File: src/rtl/reloj_pkg.sv
// Shared definitions for the clock-control slice: mode encodings and
// field limits used by the set/run logic.
package reloj_pkg;

  typedef enum logic [1:0] {
    MODO_NORMAL  = 2'd0,
    MODO_SET_HOR = 2'd1,
    MODO_SET_MIN = 2'd2,
    MODO_INVALID = 2'd3
  } modo_t;

  localparam logic [5:0] SEG_MAX = 6'd59;
  localparam logic [5:0] MIN_MAX = 6'd59;

  // Mode sequence driven by the mode button; the spare code falls back to NORMAL.
  function automatic modo_t siguiente_modo(input modo_t actual);
    modo_t sig;
    case (actual)
      MODO_NORMAL:  sig = MODO_SET_HOR;
      MODO_SET_HOR: sig = MODO_SET_MIN;
      MODO_SET_MIN: sig = MODO_NORMAL;
      default:      sig = MODO_NORMAL;
    endcase
    return sig;
  endfunction

endpackage

File: src/rtl/detector_flanco.sv
// Two-flop synchronizer plus registered rising-edge detector for one button;
// the event pulse appears three clock edges after the input first rises.
module detector_flanco (
  input  logic clock,
  input  logic reset,
  input  logic boton,
  output logic evento
);

  logic sync1;
  logic sync2;
  logic previo;

  always_ff @(posedge clock or posedge reset) begin
    if (reset) begin
      sync1  <= 1'b0;
      sync2  <= 1'b0;
      previo <= 1'b0;
      evento <= 1'b0;
    end else begin
      sync1  <= boton;
      sync2  <= sync1;
      previo <= sync2;
      evento <= sync2 & ~previo;
    end
  end

endmodule

File: src/rtl/control_reloj.sv
// Clock control: 1 Hz prescaler, mode FSM (NORMAL/SET_HOR/SET_MIN), increment
// and clear pulses for the time counters, and the blink enable for setting.
module control_reloj
  import reloj_pkg::*;
#(
  parameter int CLK_HZ = 50000000
) (
  input  logic       clock,
  input  logic       reset,
  input  logic       btnModo,
  input  logic       btnInc,
  input  logic [5:0] segundos,
  input  logic [5:0] minutos,
  output logic       incSeg,
  output logic       incMin,
  output logic       incHor,
  output logic       clrSeg,
  output logic [1:0] modo,
  output logic       parpadeo,
  output logic       tick1Hz
);

  localparam int PRE_W      = (CLK_HZ > 1) ? $clog2(CLK_HZ) : 1;
  localparam int BLINK_HALF = (CLK_HZ / 4 > 0) ? CLK_HZ / 4 : 1;

  localparam logic [PRE_W-1:0] PRE_MAX   = PRE_W'(CLK_HZ - 1);
  localparam logic [PRE_W-1:0] BLINK_MAX = PRE_W'(BLINK_HALF - 1);
  localparam logic [PRE_W-1:0] UNO       = PRE_W'(1);

  logic             ev_modo;
  logic             ev_inc;
  modo_t            modo_q;
  logic [PRE_W-1:0] prescaler;
  logic [PRE_W-1:0] blink_cnt;
  logic             en_hora;
  logic             fin_seg;
  logic             fin_min;

  detector_flanco u_det_modo (
    .clock  (clock),
    .reset  (reset),
    .boton  (btnModo),
    .evento (ev_modo)
  );

  detector_flanco u_det_inc (
    .clock  (clock),
    .reset  (reset),
    .boton  (btnInc),
    .evento (ev_inc)
  );

  // Prescaler is held at 0 outside NORMAL, so the tick can only fire while running.
  assign en_hora = (modo_q == MODO_NORMAL);
  assign tick1Hz = en_hora && (prescaler == PRE_MAX);
  assign fin_seg = (segundos == SEG_MAX);
  assign fin_min = (minutos == MIN_MAX);
  assign modo    = modo_q;

  always_ff @(posedge clock or posedge reset) begin
    if (reset) begin
      modo_q    <= MODO_NORMAL;
      prescaler <= '0;
      incSeg    <= 1'b0;
      incMin    <= 1'b0;
      incHor    <= 1'b0;
      clrSeg    <= 1'b0;
    end else begin
      incSeg <= 1'b0;
      incMin <= 1'b0;
      incHor <= 1'b0;
      clrSeg <= 1'b0;
      case (modo_q)
        MODO_NORMAL: begin
          if (tick1Hz) begin
            incSeg <= 1'b1;
            incMin <= fin_seg;
            incHor <= fin_seg && fin_min;
          end
          if (ev_modo) begin
            modo_q    <= siguiente_modo(modo_q);
            prescaler <= '0;
          end else if (tick1Hz) begin
            prescaler <= '0;
          end else begin
            prescaler <= prescaler + UNO;
          end
        end
        MODO_SET_HOR: begin
          prescaler <= '0;
          // A simultaneous mode event wins; the increment is dropped.
          if (ev_modo) begin
            modo_q <= siguiente_modo(modo_q);
          end else if (ev_inc) begin
            incHor <= 1'b1;
          end
        end
        MODO_SET_MIN: begin
          prescaler <= '0;
          if (ev_modo) begin
            modo_q <= siguiente_modo(modo_q);
            clrSeg <= 1'b1;
          end else if (ev_inc) begin
            incMin <= 1'b1;
          end
        end
        default: begin
          modo_q    <= MODO_NORMAL;
          prescaler <= '0;
        end
      endcase
    end
  end

  // Blink restarts high on every mode change and toggles every BLINK_HALF cycles while setting.
  always_ff @(posedge clock or posedge reset) begin
    if (reset) begin
      blink_cnt <= '0;
      parpadeo  <= 1'b1;
    end else if (ev_modo || modo_q == MODO_NORMAL || modo_q == MODO_INVALID) begin
      blink_cnt <= '0;
      parpadeo  <= 1'b1;
    end else if (blink_cnt == BLINK_MAX) begin
      blink_cnt <= '0;
      parpadeo  <= ~parpadeo;
    end else begin
      blink_cnt <= blink_cnt + UNO;
    end
  end

endmodule

File: config.mk
export PLATFORM = sky130hd
export DESIGN_NAME = control_reloj
export DESIGN_NICKNAME = d
export VERILOG_FILES = /design/src/rtl/reloj_pkg.sv /design/src/rtl/detector_flanco.sv /design/src/rtl/control_reloj.sv
export SDC_FILE = /design/constraint.sdc
export NUM_CORES = 1
export LEC_CHECK = 0
export ABC_AREA = 1
export CAP_MARGIN = 20
export CORE_ASPECT_RATIO = 1.25
export CORE_MARGIN = 2
export CORE_UTILIZATION = 59
export CTS_CLUSTER_SIZE = 14
export DETAILED_ROUTE_END_ITERATION = 16
export HOLD_SLACK_MARGIN = 0.05
export PLACE_DENSITY = 0.8
export SLEW_MARGIN = 20
export SYNTH_ARGS = -nofsm -noshare
export SYNTH_HDL_FRONTEND = slang
export SYNTH_SLANG_ARGS = --single-unit
File: constraint.sdc
create_clock -name clock -period 2.5 [get_ports clock]
set_clock_uncertainty 0.1 [all_clocks]
set_input_delay 0.5 -clock clock [delete_from_list [all_inputs] [get_ports clock]]
set_output_delay 0.5 -clock clock [all_outputs]
set_load 0.01 [all_outputs]
Word level (Yosys, flattened, before mapping)

Index checks and enable logic that the tools add are counted.

Register bits: 67
Bits in latches: 0
RAM bits: 0
ROM bits: 0
Input bits: 16
Memories: 0

Add/sub/neg operators: 2
$mul: 0
Div/mod/pow operators: 0
Magnitude comparators: 0
Eq/ne operators: 10
Shifts and indexed selects: 0
Mux-type cells: 21
Bitwise operators: 5
Reductions and logical operators: 7

Operators with widths:

| operator              | number |
|---|---|
| $mux 26               | 5 |
| $add 26x1->26 const B | 2 |
| $eq 26x24->1 const B  | 1 |
| $eq 26x26->1 const B  | 1 |
| $eq 6x6->1 const B    | 2 |
| $mux 1                | 10 |
| $mux 2                | 3 |
| $ne 2x1->1 const B    | 3 |
| $pmux 2 s3            | 1 |
| $eq 2x2->1 const B    | 2 |
| $pmux 1 s2            | 2 |
| $not 1->1             | 3 |
| $reduce_and 3->1      | 1 |
| $and 1x1->1           | 2 |
| $eq 2x1->1 const B    | 1 |
| $logic_and 1x1->1     | 2 |
| $logic_not 2->1       | 1 |
| $logic_or 1x1->1      | 2 |
| $reduce_bool 2->1     | 1 |

Logic depth before layout (Yosys ltp)

Depth in word-level cells: 5
Gate-level depth with buffers: 10

Cells and area by module

Synthesis repeated with hierarchy kept, for this count alone.

Cell total of the unflattened synthesis: 496
Area total of the unflattened synthesis: 3,668.5 sq um

By module, submodules not included:

| module          | instances | cells each | area an instance (sq um) | sequential area each (sq um) |
|---|---|---|---|---|
| control_reloj   | 1         | 482        | 3,440.8                  | 1,477.7 |
| detector_flanco | 2         | 7          | 113.9                    | 100.1 |

Worst setup path after synthesis

OpenSTA, ideal clock, no wires.

Path type: flip-flop to output port
From: reg prescaler[0]
To: out tick1Hz
Data arrival time: 1.150 ns
Data required time: 1.900 ns
Slack: 0.750 ns
Cell stages (with the launch flop): 8
Buffers on the path: 0
Cell sequence: dfrtp_1 -> ha_1 -> nand3_2 -> nor2_1 -> nand2_1 -> nor2_2 -> nand2_1 -> inv_1

Cells in the longest elaborated chain, start to end: 2

Ends and longest elaborated chain:

| what                   | line                | RTL |
|---|---|---|
| from (decl)            | control_reloj.sv:33 | `logic [PRE_W-1:0] prescaler;` |
| from (signal assigned) | control_reloj.sv:86 | `prescaler <= prescaler + UNO;` |
| $eq 26x26->1           | control_reloj.sv:55 | `assign tick1Hz = en_hora && (prescaler == PRE_MAX);` |
| $logic_and 1x1->1      | control_reloj.sv:55 |  |
| to (decl)              | control_reloj.sv:20 | `output logic tick1Hz` |

No other way between the ends.

Worst setup path after layout

From: reg prescaler[9]
To: out tick1Hz

Same word-level chain as after synthesis.

==> key figures <==
Place
  • DP HPWL: 5780 um
  • Global placement routability congestion: 0.913
  • # port buffers: 23

STA
  • Post-layout min period: 2.30 ns
  • Final setup TNS: 0 ns
  • Slew Viols, Final: 0
  • Fin crit share: 0.921
  • F_max: 0.434 GHz
  • Least-Margin Pin Slew: 0.504 ns
  • Final setup vio count: 0
  • RSZ-0062 raised after global routing: no
  • Fin. Hold Viols: 0
  • Worst hold slack: 0.252 ns
  • Worst slew margin: 0.663

GRT
  • Initial antenna violation count: 0
  • Total grt overflow: 0
  • Number of global-route vias before repair: 3282
  • Largest net degree at the start of global routing: 68
  • Total track usage: 0.264
  • Global-route wire length before repair: 14000 um

Synth
  • Post-synth EDFFs: 0
  • Count leader, synth: nand2_1
  • Post-synth cell types: 27
  • Top cells by area, synth: dfrtp_1, nand2_1, nor2_1
  • Most instantiated cells after synthesis: nand2_1, nor2_1, dfrtp_1, inv_1, nand3_1
  • Synth Instances: 500
  • Sequential element share of the synthesized area: 0.453
  • Synth top area share: 0.446
  • Synth Net Count: 518
  • Cell Area, Synth: 3700 um^2
  • Syn avg cell area: 7.41 um^2
  • Yosys warning count: 0
  • Main synth FF type: dfrtp_1
  • Synth area leader: dfrtp_1
  • Synthesis-stage register bit count: 67
  • FFs w/ async S/R, synth: 1.00

Drt
  • Vias: 3252
  • Via density: 5.19
  • First-pass detailed-route iteration total: 5
  • Number of DRC markers in iteration 0: 229
  • Routed WL: 8100 um
  • Routed Antenna Nets: 0
  • DRC viols: 0
  • Routed WL per cell: 12.9 um

Die
  • Core Box Area: 6130 um^2
  • Die Ht: 92.6 um
  • Die W: 74.9 um
  • Cell Rows: 32
  • Initial Util: 0.605
  • Die area: 6930 um^2
  • I/O pins: 24

Power and ir drop
  • Pwr Density: 622 nW/um^2
  • Maximum VDD drop: 535 uV
  • Leak Pwr: 1.89 nW

Setup path
  • Endpoint class of the critical path: primary output
  • Max incr delay on CP: 0.42 ns
  • Worst Path Arrival: 1.70 ns
  • Slowest CP cell: dfrtp_1
  • CP cell instances: inv_1 -> nand2_1 -> nor2_2 -> nand3_1 -> nor2_4 -> nand2_1 -> inv_1 -> clkbuf_2
  • Startpoint type of the worst setup path: flip-flop
  • CP Class: flip-flop to primary output
  • Worst-path fanout max: 4
  • Req. time, crit path: 1.90 ns

Final layout
  • Fill cells: 514
  • Final #Nets: 555
  • Register cell area after layout: 1680 um^2
  • Inserted Diodes: 0
  • Multi-input logic area: 1780 um^2
  • Layout cell share with drive strength beyond 1: 0.131
  • Area grow syn2layout: 15.4%

Min path
  • Hold/Removal Path Class: flip-flop to flip-flop

CTS
  • CTS tree: yes
  • Clock Tree Buf Depth: 2
  • CTS H-tree depth: 3
  • Clock latency on the worst-skew pair: 0.34 ns
  • CTS Buf Count: 9
  • Clk slew on worst S/H paths: 0.08 ns
  • Clk sinks: 67
  • Clock Tree Root: clkbuf_8

Outcome
  • Status: finished, final reports clean

Flow run
  • Max-Cap Viols: 0
[state kept, by name (all words and copies together) (netlist names)]
signal / cells
parpadeo: 1
incMin: 1
u_det_modo.sync2: 1
incHor: 1
u_det_inc.evento: 1
u_det_modo.evento: 1
u_det_inc.sync2: 1
clrSeg: 1
incSeg: 1
u_det_inc.sync1: 1
u_det_modo.sync1: 1
blink_cnt: 26
u_det_inc.previo: 1
modo: 2
prescaler: 26
u_det_modo.previo: 1
[layout make-up]
cell class / instances / share of cell area
tap: 85 / 0.0249
clock buffer: 10 / 0.0322
clock inverter: 6 / 0.0149
timing repair buffer: 28 / 0.0644
multi-input combinational: 370 / 0.416
sequential: 67 / 0.393
inverter: 61 / 0.0548
[path summary, 6_finish.rpt]
check                                      from                to  cells after the start  slack [ns]
worst max-delay path               prescaler[9]           tick1Hz                      8        0.20
worst min-delay path            u_det_inc.sync1   u_det_inc.sync2                      0        0.25
worst max register to register     prescaler[1]     prescaler[24]                     10        0.73
worst min register to register  u_det_inc.sync1   u_det_inc.sync2                      0        0.25
max in group asynchronous                 reset          parpadeo                      3        1.56
min in group asynchronous                 reset  u_det_inc.evento                      3        0.44
[where the power goes]
| part | switching (mW) | leakage, nW | total [mW] | internal (mW) |
|---|---|---|---|---|
| clock network | 0.427 | 0.0987 | 0.915 | 0.487 |
| logic | 0.357 | 0.882 | 0.544 | 0.187 |
| registers | 0.0505 | 0.911 | 1.20 | 1.15 |
| total | 0.835 | 1.89 | 2.66 | 1.82 |
[placed cells by master (no fill, tap or decap)]
| master | instances |
|---|---|
| nor2_4 | 8 |
| o21ai_4 | 1 |
| buf_4 | 4 |
| ha_1 | 1 |
| clkdlybuf4s50_1 | 22 |
| a31oi_1 | 1 |
| nor3_1 | 9 |
| inv_6 | 1 |
| ha_2 | 1 |
| nand2_1 | 136 |
| and2_1 | 1 |
| clkbuf_2 | 1 |
| nand2_4 | 2 |
| nand3_1 | 22 |
| dfrtp_1 | 66 |
| nand2_2 | 3 |
| dfstp_2 | 1 |
| inv_4 | 2 |
| nand3_2 | 3 |
| a21oi_1 | 4 |
| buf_12 | 1 |
| clkinvlp_4 | 2 |
| xnor2_1 | 13 |
| o21ai_0 | 3 |
| nor2_1 | 123 |
| inv_2 | 6 |
| xor2_1 | 10 |
| nand4_1 | 6 |
| inv_1 | 53 |
| clkinv_2 | 2 |
| nor2_8 | 1 |
| nor2_2 | 21 |
| nand3b_1 | 1 |
| bufinv_16 | 1 |
| clkbuf_8 | 10 |
[through the flow]
step / cells / instance area [um^2] / setup WS (ns) / power, mW / util
5_1_grt: 627 / 4270 / 0.0600 / 2.80 / 0.698
3_5_place_dp: 610 / 4060 / 0.171 / 1.76 / 0.662
6_report: 627 / 4270 / 0.198 / 2.66 / 0.698
4_1_cts: 627 / 4270 / 0.0776 / 2.68 / 0.697
2_1_floorplan: 500 / 3700 / 0.218 / 1.62 / -
3_3_place_gp: 610 / 4060 / 0.199 / 1.73 / 0.662
[timing repair]
action	CTS	global route
hold endpoints to repair	0	0
setup endpoints to repair	1	1
pin swaps	1	0
resized for setup	3	4
setup buffers	1	0
hold buffers	0	0
[critical path: cells and delay by family, from the launching register on]
family / cells / cell delay, ns
flip-flops: 1 / 0.42
AND/OR/NAND/NOR: 5 / 0.64
buffers and inverters: 3 / 0.31
[cells by family (layout without fill, tap and decap cells)]
| family | Yosys count | after routing | synth area share |
|---|---|---|---|
| adder cells (fa/ha/maj) | 2 | 2 | 0.00676 |
| AO/OA/AOI/OAI | 9 | 9 | 0.0155 |
| buffers and inverters | 63 | 105 | 0.0703 |
| XOR/XNOR | 23 | 23 | 0.0544 |
| AND/OR/NAND/NOR | 336 | 336 | 0.400 |
| flip-flops | 67 | 67 | 0.453 |
[layer usage]
layer | GRT usage | share of wire | up-vias
met5 | 0 | 0 | -
met4 | 0.146 | 0.044 | 0
met3 | 0.0522 | 0.042 | 35
met2 | 0.463 | 0.53 | 105
met1 | 0.288 | 0.39 | 1518
li1 | - | - | 1594
No activity file was read; power rests on OpenSTA's default activity.
